==> config.mk <==
export PLATFORM = sky130hd
export DESIGN_NAME = saa_i2s_tx
export DESIGN_NICKNAME = d
export VERILOG_FILES = /design/src/rtl/saa_i2s_tx.sv
export SDC_FILE = /design/constraint.sdc
export NUM_CORES = 1
export LEC_CHECK = 0
export CAP_MARGIN = 15
export CORE_MARGIN = 1
export CORE_UTILIZATION = 59
export CTS_CLUSTER_DIAMETER = 150
export CTS_CLUSTER_SIZE = 24
export DETAILED_ROUTE_END_ITERATION = 8
export GPL_ROUTABILITY_DRIVEN = 1
export PLACE_DENSITY = 0.83
export SYNTH_ARGS = -nofsm -noshare
export SYNTH_HDL_FRONTEND = slang
export SYNTH_SLANG_ARGS = --single-unit
==> constraint.sdc <==
create_clock -name clk_sys -period 2.45 [get_ports clk_sys]
set_input_delay 0.3675 -clock clk_sys [delete_from_list [all_inputs] [get_ports clk_sys]]
set_output_delay 0.3675 -clock clk_sys [all_outputs]
set_load 0.05 [all_outputs]
==> src/rtl/saa_i2s_tx.sv <==
// Philips I2S transmitter for the SAA1099 mixer: converts two 8-bit offset-binary
// samples to left-justified 16-bit two's complement words and serialises them.
module saa_i2s_tx #(
    parameter int unsigned BCLK_DIV = 4
) (
    input  logic       clk_sys,
    input  logic       rst_n,
    input  logic       en,
    input  logic [7:0] in_l,
    input  logic [7:0] in_r,
    output logic       i2s_bclk,
    output logic       i2s_lrclk,
    output logic       i2s_data,
    output logic       sample_ack
);

    localparam logic [7:0] DIV_LAST = 8'(BCLK_DIV - 1);

    logic [7:0]  r_div_cnt;
    logic [4:0]  r_s;
    logic [31:0] r_sr;
    logic        r_bclk;
    logic        r_lrclk;
    logic        r_data;
    logic        r_ack;

    logic        w_tick;
    logic        w_fall;
    logic        w_load;
    logic [4:0]  w_s_next;
    logic [15:0] w_l16;
    logic [15:0] w_r16;
    logic [31:0] w_sr_next;

    assign w_tick   = (r_div_cnt == DIV_LAST);
    assign w_fall   = w_tick & r_bclk;
    // The 0->1 slot step is the only point where inputs are captured.
    assign w_load   = w_fall & (r_s == 5'd0);
    assign w_s_next = r_s + 5'd1;

    // Flipping the MSB turns offset-binary into two's complement.
    assign w_l16 = en ? {~in_l[7], in_l[6:0], 8'h00} : 16'h0000;
    assign w_r16 = en ? {~in_r[7], in_r[6:0], 8'h00} : 16'h0000;

    assign w_sr_next = w_load ? {w_l16, w_r16} : {r_sr[30:0], 1'b0};

    always_ff @(posedge clk_sys or negedge rst_n) begin
        if (!rst_n) begin
            r_div_cnt <= 8'd0;
            r_s       <= 5'd0;
            r_sr      <= 32'd0;
            r_bclk    <= 1'b0;
            r_lrclk   <= 1'b0;
            r_data    <= 1'b0;
            r_ack     <= 1'b0;
        end else begin
            r_div_cnt <= w_tick ? 8'd0 : r_div_cnt + 8'd1;
            r_ack     <= w_load;
            if (w_tick) begin
                r_bclk <= ~r_bclk;
            end
            // Data follows the new shift-register MSB, giving the one-bclk I2S delay
            // relative to lrclk without a separate delay stage.
            if (w_fall) begin
                r_s     <= w_s_next;
                r_lrclk <= w_s_next[4];
                r_sr    <= w_sr_next;
                r_data  <= w_sr_next[31];
            end
        end
    end

    // sample_ack: single-cycle strobe, no handshake; the source must hold
    // in_l/in_r/en valid across the load edge and may change them any time after.
    assign i2s_bclk   = r_bclk;
    assign i2s_lrclk  = r_lrclk;
    assign i2s_data   = r_data;
    assign sample_ack = r_ack;

endmodule

# Word-level counts from Yosys, hierarchy flattened
# Index checks and enable logic that the tools add are counted.
[op_classes]
addsub = 2
eq_ne = 1
n_mux = 4
n_bitwise = 5
n_reduce_logical = 1
[ops]
columns = ["operator", "n"]
rows = [
  ["2-to-1 mux 16 bit", 2],
  ["2-to-1 mux 32 bit", 1],
  ["adder 8 x 1 -> 8 bit (second input constant)", 1],
  ["equality test 8 x 2 -> 1 bit (second input constant)", 1],
  ["2-to-1 mux 8 bit", 1],
  ["adder 5 x 1 -> 5 bit (second input constant)", 1],
  ["zero test 5 bit", 1],
  ["NOT 1 bit", 3],
  ["AND 1 bit", 2],
]
[totals]
ff_bits = 48
in_bits = 19
out_inout_bits = 4
wordCells = 20

# Longest topological paths before layout
# Gate-level depths: netlist (run 1).
[depth]
ltp_word = 4
depth_mapped = 6
depth_no_buf = 5

# Worst setup path before layout (run 1)
# OpenSTA, ideal clock, no wires.
[synth_path]
path_kind = "register -> register"
startpoint = "reg r_s[4]"
endpoint = "reg r_sr[15]"
setup_time_ps = 125
t_arrival_ps = 1642
required_time_ps = 2325
path_slack_ps = 682
path_stages_with_launch = 4
n_path_buf = 0
period_less_slack_ps = 1768
cell_sequence = "dfrtp_1 nor4b_4 mux2_2 mux2_4"
[synth_via]
elab_chain_cells = 3
[synth_rtl]
columns = ["item", "line", "rtl"]
rows = [
  ["start: declaration", "20", "logic [4:0] r_s;"],
  ["start signal: assignment", "65", "r_s <= w_s_next;"],
  ["zero test 5 bit", "38", "assign w_load = w_fall & (r_s == 5'd0);"],
  ["AND 1 bit", "38", ""],
  ["2-to-1 mux 32 bit", "45", "assign w_sr_next = w_load ? {w_l16, w_r16} : {r_sr[30:0], 1'b0};"],
  ["end signal: assignment", "67", "r_sr <= w_sr_next;"],
  ["end: declaration", "21", "logic [31:0] r_sr;"],
]
# No other way between the ends.
# A chain may end at the register's enable or synchronous reset.

==> reports/metrics.yaml, run 1 <==
logic_synthesis:
  mappedNetlistArea_mm2: 0.00197
  synth_area_leader_cell: "dfrtp_1"
  yosysSeqAreaShare_pct: 49.6
  synth_fp_nets: 176
  synth_top_area_share_pct: 49.6
  yosys_warnings: 0
  ys_seq_elements: 39
  synth.area.top_cells: "dfrtp_1, mux2i_1, mux2_4, xnor2_1, mux2_2"
  synthCells: 154
  synth_cell_types: 21
  syn_avg_cell_area_um2: 12.8
layout:
  drive_gt1_share_pct: 19.3
  layout_common_cells: "dfrtp_1, clkdlybuf4s50_1, mux2i_1"
  regArea_um2: 976
  fin_util_pct: 73.7
  final_common_cell: "dfrtp_1"
  antenna_cells: 0
  fillers: 229
  multi_input_area_um2: 910
  area_growth_pct: 16.1
  nets: 202
floorplan:
  fp.dieH_um: 59.8
  core-area_mm2: 0.00310
  ios: 23
  start_util_pct: 63.4
  fp.dieW_um: 59.8
  dieArea_mm2: 0.00357
  rows: 20
global_routing:
  grtUsageTotal_pct: 20.0
  grt_first_pass_wirelength_um: 5190
  antenna_found_initial: 0
  first_global_vias: 1197
  grt_max_degree: 40
  grt_overflow: 0
power:
  switching_share_pct: 21.3
  p_switching_w: 0.000247
  peakVddDrop_uv: 285
  power_density_mw_per_mm2: 507
  intPower_w: 0.000911
  sequentialPowerShare_pct: 56.7
  leakage_nw: 1.10
  p_clk_share_pct: 36.9
  pwr-share-comb_pct: 6.4
placed_design:
  portBuffers: 22
  gp_congestion: 0.760
  dpl.hpwl_um: 2170
routing:
  drt_first_pass_iters: 4
  routedWlPerCell_um: 13.8
  drtAntennaViolNets: 0
  avgViaCountPerCell: 5.28
  drc: 0
  drt_iter0_markers: 28
  routed_wl_um: 3110
  num_vias: 1189
setup_path:
  cp.depth: 1
  cp-startpoint: "r_s[4]"
  startpoint_type: "flop"
  crit_chain: "clkdlybuf4s50_1"
  critPathMaxStageDelay_ps: 840
  r2r-end: "r_sr[30]"
  crit_family: "buffers and inverters"
  worst-r2r-setup-slack_ps: 530
  crit_type: "reg -> out"
  ff2ff_path_depth: 4
  endpoint: "i2s_lrclk"
  rr_startpoint: "r_div_cnt[0]"
  critPathMaxFanout: 3
  slowest_stage: "clkdlybuf4s50_1"
  cp.required_ps: 2080
  crit_path_end_kind: "output port"
  critPathArrivalTime_ps: 1630
  crit_buf_inv: 1
timing:
  hold_viol: 0
  worst_pin_slew_ps: 852
  relSlewSlack_pct: 43.2
  fmax_ghz: 0.501
  hold_ws_ps: 114
  setup_violations: 0
  finalSetupTns_ps: 0
  fin_skew_ps: 11.4
  min_period_over_period_pct: 81.5
  drv_slew: 0
  period_minus_slack_ps: 2000
  rsz0062_at_grt: "no"
clocking:
  root_buffer: "clkbuf_4"
  cts_resized: 0
  postCtsHoldBufs: 0
  path_clk_slew_ps: 120
  clock_latency_ps: 340
  cts_tree: "done"
  h-tree-depth: 2
  post_cts_buffers: 0
  cts_sinks: 39
  numCtsBuffers: 5
  clockBufferDepth: 2
job:
  max_cap_viol_count: 0
min_path:
  min_path_type: "in -> async"
run_status:
  status: "finished clean"
==> how the worst min path moves through the flow <==
stage	slack, ps	end
6_report	110	r_div_cnt[7]
5_1_grt	160	r_div_cnt[7]
4_1_cts	130	r_div_cnt[6]
3_5_place_dp	490	i2s_data
3_3_place_gp	480	r_div_cnt[0]
2_1_floorplan	70	i2s_bclk
==> area by class of cell <==
cell class	count	area share [%]
Clock inverter	3	1.92
Sequential cell	39	42.7
Timing Repair Buffer	24	10.1
Tap cell	44	2.41
Clock buffer	5	1.64
Inverter	9	1.48
Multi-Input combinational cell	101	39.8
==> flip-flops by register name (all words and copies together) (netlist names) <==
signal	count
sample_ack	1
i2s_bclk	1
i2s_data	1
r_sr	23
r_div_cnt	8
r_s	5
==> per-stage QoR <==
stage | setup WS [ps] | total power [W] | std cells | instance area [µm²]
2_1_floorplan | 682 | 0.000697 | 154 | 1970
3_3_place_gp | 557 | 0.000743 | 217 | 2200
3_5_place_dp | 514 | 0.000745 | 217 | 2200
4_1_cts | 434 | 0.00117 | 225 | 2290
5_1_grt | 398 | 0.00121 | 225 | 2290
6_report | 453 | 0.00116 | 225 | 2290
==> Yosys cell counts, drive strengths merged <==
| cell type | instances |
|---|---|
| dfrtp | 39 |
| mux2 | 20 |
| mux2i | 20 |
| xnor2 | 11 |
| inv | 9 |
| nand3 | 9 |
| nand2 | 8 |
| and2 | 7 |
| and3 | 7 |
| nor2b | 6 |
| buf | 4 |
| and2b | 3 |
| ha | 3 |
| nor2 | 3 |
| and4bb | 1 |
| clkbuf | 1 |
| nand2b | 1 |
| nor4 | 1 |
| nor4b | 1 |
==> metal layers <==
metal | track usage, % | wire, µm | up-vias
met1 | 25.1 | 1470 | 587
met4 | 5.98 | 35 | 0
met3 | 5.84 | 131 | 6
met5 | 0 | 0 | -
li1 | - | - | 572
met2 | 33.2 | 1470 | 24
==> logic make-up after synthesis <==
group / share of synthesized area, %
XOR/XNOR: 4.89
flip-flops: 49.6
multiplexers: 23.9
AND/OR/NAND/NOR: 15.5
adder cells (fa/ha/maj): 1.91
buffers and inverters: 4.20
==> power by group through the flow <==
stage / Clock (W) / Sequential [W] / Combinational (W)
after floorplan: 0 / 0.000671 / 0.0000262
after global placement: 0 / 0.000669 / 0.0000736
after detailed placement: 0 / 0.000670 / 0.0000752
after CTS: 0.000440 / 0.000657 / 0.0000756
after global routing: 0.000465 / 0.000658 / 0.0000818
final: 0.000427 / 0.000657 / 0.0000742
Power figures use the tool's default switching activity.
==> inputs of run 2 (changes only) <==
--- a/config.mk
+++ b/config.mk
@@ -7,12 +7,12 @@
 export LEC_CHECK = 0
 export CAP_MARGIN = 15
 export CORE_MARGIN = 1
-export CORE_UTILIZATION = 59
+export CORE_UTILIZATION = 55
 export CTS_CLUSTER_DIAMETER = 150
 export CTS_CLUSTER_SIZE = 24
 export DETAILED_ROUTE_END_ITERATION = 8
 export GPL_ROUTABILITY_DRIVEN = 1
-export PLACE_DENSITY = 0.83
+export PLACE_DENSITY = 0.79
 export SYNTH_ARGS = -nofsm -noshare
 export SYNTH_HDL_FRONTEND = slang
 export SYNTH_SLANG_ARGS = --single-unit
==> constraint.sdc (replaced) <==
create_clock -name clk_sys -period 1.9 [get_ports clk_sys]
set_input_delay 0.285 -clock clk_sys [delete_from_list [all_inputs] [get_ports clk_sys]]
set_output_delay 0.285 -clock clk_sys [all_outputs]
set_load 0.05 [all_outputs]
==> run 2 against run 1 <==
Count of clock-buffer cells in the layout is 2 higher. Worst hold slack gained 390 ps. Setup slack got worse by 380 ps. Power up 18%.
==> reports/metrics.yaml, run 2 (same netlist as run 1, synthesis figures left out) <==
run_status:
  status: "finished clean"
routing:
  routedWlPerCell_um: 14.8  # +6.9%
  drtAntennaViolNets: 0  # unchanged
  drt_first_pass_iters: 4  # unchanged
  routed_wl_um: 3490  # +12%
  avgViaCountPerCell: 5.23  # -0.97%
  num_vias: 1235  # +3.9%
  drt_iter0_markers: 31  # +11%
  drc: 0  # unchanged
timing:
  rsz0062_at_grt: "no"
  drv_slew: 0  # unchanged
  period_minus_slack_ps: 1830
  finalSetupTns_ps: 0  # unchanged
  fin_skew_ps: 7.21  # -4.15 ps
  fmax_ghz: 0.547
  hold_ws_ps: 501  # +387 ps
  worst_pin_slew_ps: 506  # -346 ps
  setup_violations: 0  # unchanged
  min_period_over_period_pct: 96.2
  relSlewSlack_pct: 66.1  # +23 points
  hold_viol: 0  # unchanged
layout:
  area_growth_pct: 18.9
  nets: 211  # +4.5%
  largest_reg_flops: 23  # unchanged
  fillers: 249  # +8.7%
  fin_util_pct: 69.0  # -4.6 points
  antenna_cells: 0  # unchanged
  top_register: "r_sr"
  multi_input_area_um2: 910  # unchanged
  layout_common_cells: "dfrtp_1, mux2i_1, clkdlybuf4s50_1"
  reg_top3: "r_sr x23, r_div_cnt x8, r_s x5"
  regArea_um2: 976  # unchanged
  final_common_cell: "dfrtp_1"
  drive_gt1_share_pct: 22.1  # +2.8 points
clocking:
  clock_latency_ps: 360  # +20 ps
  path_clk_slew_ps: 110  # about the same
  cts_sinks: 39  # unchanged
  root_buffer: "clkbuf_4"
  cts_tree: "done"
  clockBufferDepth: 2  # unchanged
  numCtsBuffers: 5  # unchanged
  h-tree-depth: 2  # unchanged
power:
  peakVddDrop_uv: 426  # +49%
  power_density_mw_per_mm2: 582  # +15%
  leakage_nw: 1.14  # +3.7%
setup_path:
  crit_buf_inv: 1  # unchanged
  startpoint_type: "flop"
  crit_family: "buffers and inverters"
  crit_type: "reg -> out"
  crit_path_end_kind: "output port"
  r2r-end: "r_sr[26]"
  ff2ff_path_depth: 5  # +1
  critPathMaxStageDelay_ps: 810  # -30 ps
  worst-r2r-setup-slack_ps: 160  # -370 ps
  critPathArrivalTime_ps: 1540  # -90 ps
  slowest_stage: "clkdlybuf4s50_1"
  cp.depth: 1  # unchanged
  cp.required_ps: 1620  # -460 ps
  critPathMaxFanout: 2  # -1
  crit_chain: "clkdlybuf4s50_1"
  rr_startpoint: "r_div_cnt[0]"
floorplan:
  fp.dieW_um: 61.8  # +3.5%
  dieArea_mm2: 0.00382  # +7.0%
  start_util_pct: 58.1  # -5.4 points
  ios: 23  # unchanged
  core-area_mm2: 0.00339  # +9.2%
  fp.dieH_um: 61.8  # +3.5%
  rows: 21  # +5.0%
min_path:
  min_path_type: "in -> async"
global_routing:
  grt_overflow: 0  # unchanged
  grtUsageTotal_pct: 21.1  # +1.1 points
  grt_max_degree: 40  # unchanged
  grt_first_pass_wirelength_um: 5510  # +6.1%
  antenna_found_initial: 0  # unchanged
  first_global_vias: 1270  # +6.1%
placed_design:
  dpl.hpwl_um: 2520  # +16%
  portBuffers: 22  # unchanged
  gp_congestion: 0.860  # +13%
job:
  max_cap_viol_count: 0  # unchanged
-- run 2: final cells by class --
class / count / share of cell area (%)
flip-flops and latches: 39 / 41.7
well taps: 46 / 2.46
clock buffers: 7 / 1.93
multi-input cells: 101 / 38.9
inverters: 9 / 1.44
repair buffers: 33 / 13.4
clock inverters: 1 / 0.214
-- run 2: worst max path at each step --
stage | start | end | slack [ps]
detailed placement | r_s[0] | r_sr[24] | 40
floorplan | r_s[4] | r_sr[15] | 130
global placement | r_s[0] | r_sr[12] | 140
global route | i2s_data | i2s_data | 8
finish | i2s_data | i2s_data | 70
CTS | r_s[0] | r_sr[24] | 20
-- run 2: timing repair --
item,CTS,global route
gates cloned,0,0
endpoints found under the setup margin,1,16
hold endpoints to repair,39,0
resized for setup,1,1
setup buffers,0,2
hold buffers,1,0
-- run 2: report_power, final --
part / total [W] / switching, W / internal [W]
logic: 0.000101 / 0.0000406 / 0.0000605
registers: 0.000848 / 0.00000645 / 0.000841
clock network: 0.000413 / 0.000269 / 0.000144
total: 0.00136 / 0.000316 / 0.00105
-- run 2: per-layer routing --
| layer | wire length, µm | vias to the layer above | share of wire (%) | global-route usage, % |
|---|---|---|---|---|
| li1 | - | 587 | - | - |
| met4 | 114 | 0 | 3.3 | 13.3 |
| met3 | 126 | 12 | 3.6 | 5.59 |
| met1 | 1490 | 606 | 43 | 25.0 |
| met5 | 0 | - | 0 | 0 |
| met2 | 1760 | 30 | 50 | 34.1 |
-- run 2: metrics by stage --
step	instance area (µm²)	total power [W]	std cells	setup WS (ps)
floorplan	1970	0.000899	154	132
global placement	2260	0.000962	225	138
detailed placement	2260	0.000965	225	38.8
CTS	2320	0.00138	234	21.9
global route	2340	0.00143	236	8.12
finish	2340	0.00136	236	72.2
